===== src/rtl/operand_shifter_seq.sv =====
// Multi-cycle ARM shifter operand unit: LSL/LSR/ASR/ROR/RRX, up to MAX_STEP bits per cycle.
// Optional OPSH_PERF_CNT_EN adds busy_cycles/op_count performance counters.
module operand_shifter_seq #(
  parameter int unsigned DATA_W   = 32,
  parameter int unsigned MAX_STEP = 8
) (
  input  logic              clk,
  input  logic              rst_n,
  input  logic              flush,
  input  logic              in_valid,
  output logic              in_ready,
  input  logic [DATA_W-1:0] src,
  input  logic [1:0]        shift_type,
  input  logic [7:0]        amt,
  input  logic              amt_is_reg,
  input  logic              c_in,
  output logic              out_valid,
  input  logic              out_ready,
  output logic [DATA_W-1:0] result,
`ifdef OPSH_PERF_CNT_EN
  output logic [31:0]       busy_cycles,
  output logic [31:0]       op_count,
`endif
  output logic              c_out
);

  localparam int unsigned CW = $clog2(DATA_W) + 1;
  localparam int unsigned LW = $clog2(DATA_W);

  typedef enum logic [1:0] {IDLE, SHIFT, DONE} state_t;

  state_t         state;
  logic [1:0]     typ;
  logic [CW-1:0]  rem;

  logic [CW-1:0]     acc_n;
  logic              acc_direct;
  logic [DATA_W-1:0] acc_res;
  logic              acc_c;
  int unsigned       amt_u;
  int unsigned       n_u;

  logic [CW-1:0]     step;
  logic [LW-1:0]     idx_lsl;
  logic [LW-1:0]     idx_lsr;
  logic [DATA_W-1:0] nxt;
  logic              nxt_c;

  assign in_ready = rst_n && (state == IDLE) && !flush;

  // Accept-time decode: either a direct result (no SHIFT cycles) or a shift count n
  always_comb begin
    amt_u      = 32'(amt);
    n_u        = amt_u;
    acc_direct = 1'b0;
    acc_res    = src;
    acc_c      = c_in;
    if (amt_u == 0) begin
      if (!amt_is_reg && (shift_type == 2'b01 || shift_type == 2'b10)) begin
        n_u = DATA_W;
      end else begin
        acc_direct = 1'b1;
        if (!amt_is_reg && shift_type == 2'b11) begin
          acc_res = {c_in, src[DATA_W-1:1]};
          acc_c   = src[0];
        end
      end
    end else if (shift_type == 2'b11) begin
      n_u = amt_u % DATA_W;
      if (n_u == 0) begin
        acc_direct = 1'b1;
        acc_c      = src[DATA_W-1];
      end
    end else if (amt_u > DATA_W) begin
      if (amt_is_reg && shift_type != 2'b10) begin
        acc_direct = 1'b1;
        acc_res    = '0;
        acc_c      = 1'b0;
      end else begin
        n_u = DATA_W;
      end
    end
    acc_n = CW'(n_u);
  end

  always_comb begin
    step    = (rem > CW'(MAX_STEP)) ? CW'(MAX_STEP) : rem;
    idx_lsl = LW'(CW'(DATA_W) - step);
    idx_lsr = LW'(step - CW'(1));
    nxt     = result;
    nxt_c   = c_out;
    if (step != '0) begin
      case (typ)
        2'b00: begin
          nxt   = result << step;
          nxt_c = result[idx_lsl];
        end
        2'b01: begin
          nxt   = result >> step;
          nxt_c = result[idx_lsr];
        end
        2'b10: begin
          nxt   = $signed(result) >>> step;
          nxt_c = result[idx_lsr];
        end
        default: begin
          nxt   = (result >> step) | (result << (CW'(DATA_W) - step));
          nxt_c = nxt[DATA_W-1];
        end
      endcase
    end
  end

  always_ff @(posedge clk or negedge rst_n) begin
    if (!rst_n) begin
      state     <= IDLE;
      typ       <= '0;
      rem       <= '0;
      result    <= '0;
      c_out     <= 1'b0;
      out_valid <= 1'b0;
    end else if (flush) begin
      state     <= IDLE;
      out_valid <= 1'b0;
    end else begin
      case (state)
        IDLE: begin
          if (in_valid) begin
            typ <= shift_type;
            if (acc_direct || acc_n == '0) begin
              result    <= acc_res;
              c_out     <= acc_c;
              out_valid <= 1'b1;
              state     <= DONE;
            end else begin
              result <= src;
              c_out  <= c_in;
              rem    <= acc_n;
              state  <= SHIFT;
            end
          end
        end
        SHIFT: begin
          result <= nxt;
          c_out  <= nxt_c;
          rem    <= rem - step;
          if (rem == step) begin
            out_valid <= 1'b1;
            state     <= DONE;
          end
        end
        DONE: begin
          if (out_ready) begin
            out_valid <= 1'b0;
            state     <= IDLE;
          end
        end
        default: state <= IDLE;
      endcase
    end
  end

`ifdef OPSH_PERF_CNT_EN
  always_ff @(posedge clk or negedge rst_n) begin
    if (!rst_n) begin
      busy_cycles <= '0;
      op_count    <= '0;
    end else begin
      if (state == SHIFT) busy_cycles <= busy_cycles + 32'd1;
      if (state == DONE && out_ready && !flush) op_count <= op_count + 32'd1;
    end
  end
`endif

endmodule


===== config.mk =====
export PLATFORM = sky130hd
export DESIGN_NAME = operand_shifter_seq
export DESIGN_NICKNAME = d
export VERILOG_FILES = /design/src/rtl/operand_shifter_seq.sv
export SDC_FILE = /design/constraint.sdc
export NUM_CORES = 1
export LEC_CHECK = 0
export CORE_MARGIN = 8
export CORE_UTILIZATION = 45
export CTS_CLUSTER_SIZE = 8
export DETAILED_ROUTE_END_ITERATION = 10
export PLACE_DENSITY = 0.67
export RECOVER_POWER = 100
export SYNTH_ARGS = -nofsm -noshare
export SYNTH_HDL_FRONTEND = slang
export SYNTH_SLANG_ARGS = --single-unit
export TNS_END_PERCENT = 10

===== constraint.sdc =====
create_clock -name clk -period 4.2 [get_ports clk]
set_clock_uncertainty 0.2 [all_clocks]
set_input_delay 1.26 -clock clk [delete_from_list [all_inputs] [get_ports clk]]
set_output_delay 1.26 -clock clk [all_outputs]
set_load 0.005 [all_outputs]

# Word level (Yosys, flattened, before mapping)
# Index checks and enable logic that the tools add are counted.
[totals]
register_bits = 44
input_bits = 49
out_inout_bits = 35
word_cells = 112
[op_classes]
add_sub_neg = 3
order_cmp = 4
n_eq_ne = 16
shift = 4
muxes = 54
n_bitwise = 2
n_reduce_logical = 23
[op_table]
columns = ["operator", "count"]
rows = [
  ["$mux 32", 9],
  ["$pmux 32 s3", 1],
  ["$pmux 32 s2", 1],
  ["$shl 32x6->32", 2],
  ["$mux 6", 8],
  ["$logic_not 32->1", 1],
  ["$or 32x32->32", 1],
  ["$shr 32x6->32", 1],
  ["$sshr 32x6->32", 1],
  ["$mux 1", 23],
  ["$lt 5x6->1 const B", 2],
  ["$pmux 6 s2", 1],
  ["$bmux 1 s5", 2],
  ["$mux 2", 5],
  ["$ne 3x3->1 const B", 3],
  ["$eq 2x2->1 const B", 4],
  ["$gt 8x6->1 const B", 1],
  ["$logic_not 8->1", 1],
  ["$ne 2x2->1 const B", 4],
  ["$reduce_and 4->1", 2],
  ["$eq 2x1->1 const B", 3],
  ["$eq 6x6->1", 1],
  ["$gt 6x4->1 const B", 1],
  ["$logic_not 6->1", 1],
  ["other kinds (18)", 27],
]

# Longest topological paths before layout
# Gate-level depths: netlist of run 1.
[depth]
word_depth = 12
depth_mapped = 15
mapped_depth_nobuf = 9

# Worst setup path after synthesis of run 1
# OpenSTA, ideal clock, no wires.
[synth_timing]
path_type = "register to register"
start = "register rem[4]"
end = "register c_out"
t_arrival_ns = 3.449
required_ns = 3.914
path_slack_ns = 0.465
path_stages_with_launch = 14
path_cell_list = "dfrtp_1 -> buf_2 -> nor4b_4 -> inv_2 -> buf_6 -> buf_2 -> clkbuf_1 -> ha_1 -> buf_1 -> clkbuf_1 -> nor2_1 -> a221oi_1 -> o211ai_1 -> a32oi_1"
[synth_via]
elab_chain_len = 8
[synth_rtl]
columns = ["item", "line", "text"]
rows = [
  ["from (decl)", "34", "logic [CW-1:0] rem;"],
  ["from (signal assigned)", "138", "rem <= acc_n;"],
  ["from (signal assigned)", "146", "rem <= rem - step;"],
  ["$gt 6x4->1", "87", "step = (rem > CW'(MAX_STEP)) ? CW'(MAX_STEP) : rem;"],
  ["$mux 6 *", "87", ""],
  ["$sub 6x6->6 / $sub 5x1->5 (equally long branches)", "107, 89", ""],
  ["$shl 32x6->32, or another cell as far along", "107", "nxt = (result >> step) | (result << (CW'(DATA_W) - step));"],
  ["$or 32x32->32, or another cell as far along", "107", ""],
  ["$pmux 1 s2", "93", "case (typ)"],
  ["$mux 1", "92", "if (step != '0) begin"],
  ["$pmux 1 s2", "126", "case (state)"],
  ["to (signal assigned)", "137", "c_out <= c_in;"],
  ["to (signal assigned)", "145", "c_out <= nxt_c;"],
  ["to (decl)", "24", "output logic c_out"],
]
# Every way passes the cells marked *; elsewhere a longest branch is shown, timed or not. The select of a mux whose other input is x is not followed.
# A chain may end at the register's enable or synchronous reset.

# Final worst setup path of run 1
[layout_timing]
start = "input flush"
end = "output in_ready"
[layout_via]
elab_chain_len = 2
[layout_rtl]
columns = ["item", "line", "text"]
rows = [
  ["from (decl)", "9", "input logic flush,"],
  ["$logic_not 1->1", "49", "assign in_ready = rst_n && (state == IDLE) && !flush;"],
  ["$logic_and 1x1->1", "49", ""],
  ["to (decl)", "11", "output logic in_ready,"],
]
# No other way between the ends.

==> reports/results.ini, run 1 <==
[grt]
grt_antenna_before_repair=1
grt_pass1_wl_um=47000
grtUsageTotal_pct=32.6
overflow=0
grt_pass1_vias=7508
grt_max_degree=60

[yosys]
synthArstFlopShare_pct=100
synth-seq-cells=44
ys_top_cells_by_area=mux2i_1 (18%), dfrtp_1 (17%), mux4_2 (6.1%)
ys_types=72
synth_most_common_cell=mux2i_1
ys_seq_area_share_pct=16.6
synth_top_area_cell=mux2i_1
syn_inst=834
syn_nets=894
synth_top_area_share_pct=18.1
synth_commonest_cells=mux2i_1 (120), nand2_1 (71), clkbuf_1 (66), o21ai_0 (64), nor2_1 (53)
synth-edff-count=0
syn_area_per_cell_um2=7.97
ys_warn_count=0
synth_ff_type=dfrtp_1
synth_area_um2=6640

[worst_setup_path]
cp.arrival_ps=2540
reg2reg_depth=9
worstReg2RegEnd=result[16]$_DFFE_PN0P_
end_kind=primary output
r2r_start=rem[3]$_DFFE_PN0P_
r2r_setup_slack_ps=440
worst_ep_required_time_ps=2740
critPathKind=in -> out
worstPathMaxFanout=2
worst_setup_path_start_kind=input port

[floorplanning]
coreArea_um2=14500
die_h_um=138
placementRows=44
fp.dieW_um=138
ioPinCount=84
initial_utilization_pct=45.9
die_area_um2=18900

[routing]
via_per_inst=7.39
wl_per_cell_um=29.6
firstDrtPassIters=11
antenna_left=0
drc=0
routed_wl_um=31500
drt_iter0_drc=1298
vias=7864

[sta]
setup_viol_count_final=0
tightest_slew_ps=1310
maxSlewViolCount=0
setup_ws_ps=202
rsz0062_at_grt=false
fin_tns_setup_ps=0
min_period_ps=4000
period_share_pct=95.2
final_hold_viol_count=0
slew_headroom_pct=12.4
achievable-frequency_mhz=250

[placed_design]
hpwl_um=22600
dp_slack_ps=134
gp_congestion=1.06
numPortBuffers=83

[hold_path]
min_to=out_valid$_DFFE_PN0P_
hold_start=out_valid$_DFFE_PN0P_
hold_class=reg -> reg
holdPathStages=2

[clocking]
ctsHoldBuffers=0
cts_tree=built
post_cts_buffers=0
clk_pin_slew_worst_paths_ps=70
cts_made_buffers=5
post_cts_resized=0
clock_latency_ps=300
cts_root_buf=clkbuf_16
clock_sinks=44
cts_max_level=2
cts_max_path_buffers=2

[job]
cap_violations=0

[finish]
ff_latch_area_um2=1100
syn_to_final_growth_pct=17.9
drive_gt1_share_pct=12.4
multi_input_area_um2=5070
fin_nets=938
fill_cells=1396

[run_status]
status=finished clean

[per-stage QoR]
| stage | instance area, um^2 | utilization (%) | hold slack (ps) | instances |
|---|---|---|---|---|
| 6_report | 7830 | 54.1 | 361 | 1064 |
| 5_1_grt | 7830 | 54.1 | 389 | 1063 |
| 4_1_cts | 7850 | 54.2 | 361 | 1063 |
| 3_5_place_dp | 7700 | 53.2 | 350 | 1055 |
| 3_3_place_gp | 7700 | 53.2 | 325 | 1055 |
| 2_1_floorplan | 6640 | - | 305 | 834 |
[logic make-up (layout without fill, tap and decap cells)]
group / after synthesis / count (layout) / share of synthesized area [%]
AOI/OAI and AO/OA: 280 / 280 / 29.6
xor gates and xnor gates: 2 / 2 / 0.546
adders and majority gates: 11 / 11 / 2.07
buffers and inverters: 114 / 159 / 7.31
DFF: 44 / 44 / 16.6
muxes: 149 / 149 / 26.3
other: 1 / 2 / 0.0564
and+or+nand+nor: 233 / 233 / 17.6
[state kept, by name, summed over array words and instances (netlist names)]
signal	count
typ	2
state	2
c_out	1
out_valid	1
result	32
rem	6
[final cells by class]
type | count | area share, %
Timing Repair Buffer | 132 | 15.3
Inverter | 19 | 0.911
Clock buffer | 7 | 1.82
Sequential cell | 44 | 14.1
Multi-Input combinational cell | 676 | 64.8
Tap cell | 184 | 2.94
Clock inverter | 1 | 0.0959
Antenna cell | 1 | 0.0320
[layer usage]
metal / GRT usage [%] / up-vias / share of wire [%]
li1: - / 3334 / -
met1: 43.9 / 3745 / 40
met2: 46.1 / 647 / 41
met3: 12.3 / 138 / 15
met4: 12.6 / 0 / 4.1
met5: 0 / - / 0
[worst max-delay path, stage by stage]
cell,delay (ps)
dlygate4sd3_1,560
and3b_1,220
clkdlybuf4s50_1,500
[cell usage in the layout (no fill, tap or decap), drive strengths merged, types with 17 or more instances in the layout]
master         Yosys  final
nor2              53     53
inv               17     17
a31oi             21     21
dfrtp             44     44
a221oi            28     28
buf               27     44
nand2             71     71
o21ai             64     64
a21oi             48     48
mux2i            120    120
clkdlybuf4s50      0     48
mux4              19     19
nor3              31     31
dlygate4sd3        0     34
[worst max path at each step]
stage	slack [ps]	endpoint	cells past startpoint	startpoint
floorplan	470	c_out$_DFFE_PN0P_	13	rem[4]$_DFFE_PN0P_
global placement	170	rem[1]$_DFFE_PN0P_	7	amt[4]
detailed placement	130	rem[1]$_DFFE_PN0P_	7	amt[4]
CTS	310	in_ready	3	flush
global route	140	rem[2]$_DFFE_PN0P_	7	amt[4]
finish	200	in_ready	3	flush
Power of run 1 is left out: the tool's default activity adds up to more than one toggle a clock period on the data nets, which glitch-free logic cannot reach.
==> run 2: changes to the inputs <==
- ABC_CLOCK_PERIOD_IN_PS: default -> 4200
==> results of run 2 <==
The final DEF is identical to that of run 1; final timing and power are the same.
Power of run 2 is left out for the same reason.
==> run 3: changes to the inputs <==
- CTS_CLUSTER_DIAMETER: default -> 80
==> results of run 3 <==
The final DEF is identical to that of run 1; final timing and power are the same.
Power of run 3 is left out for the same reason.
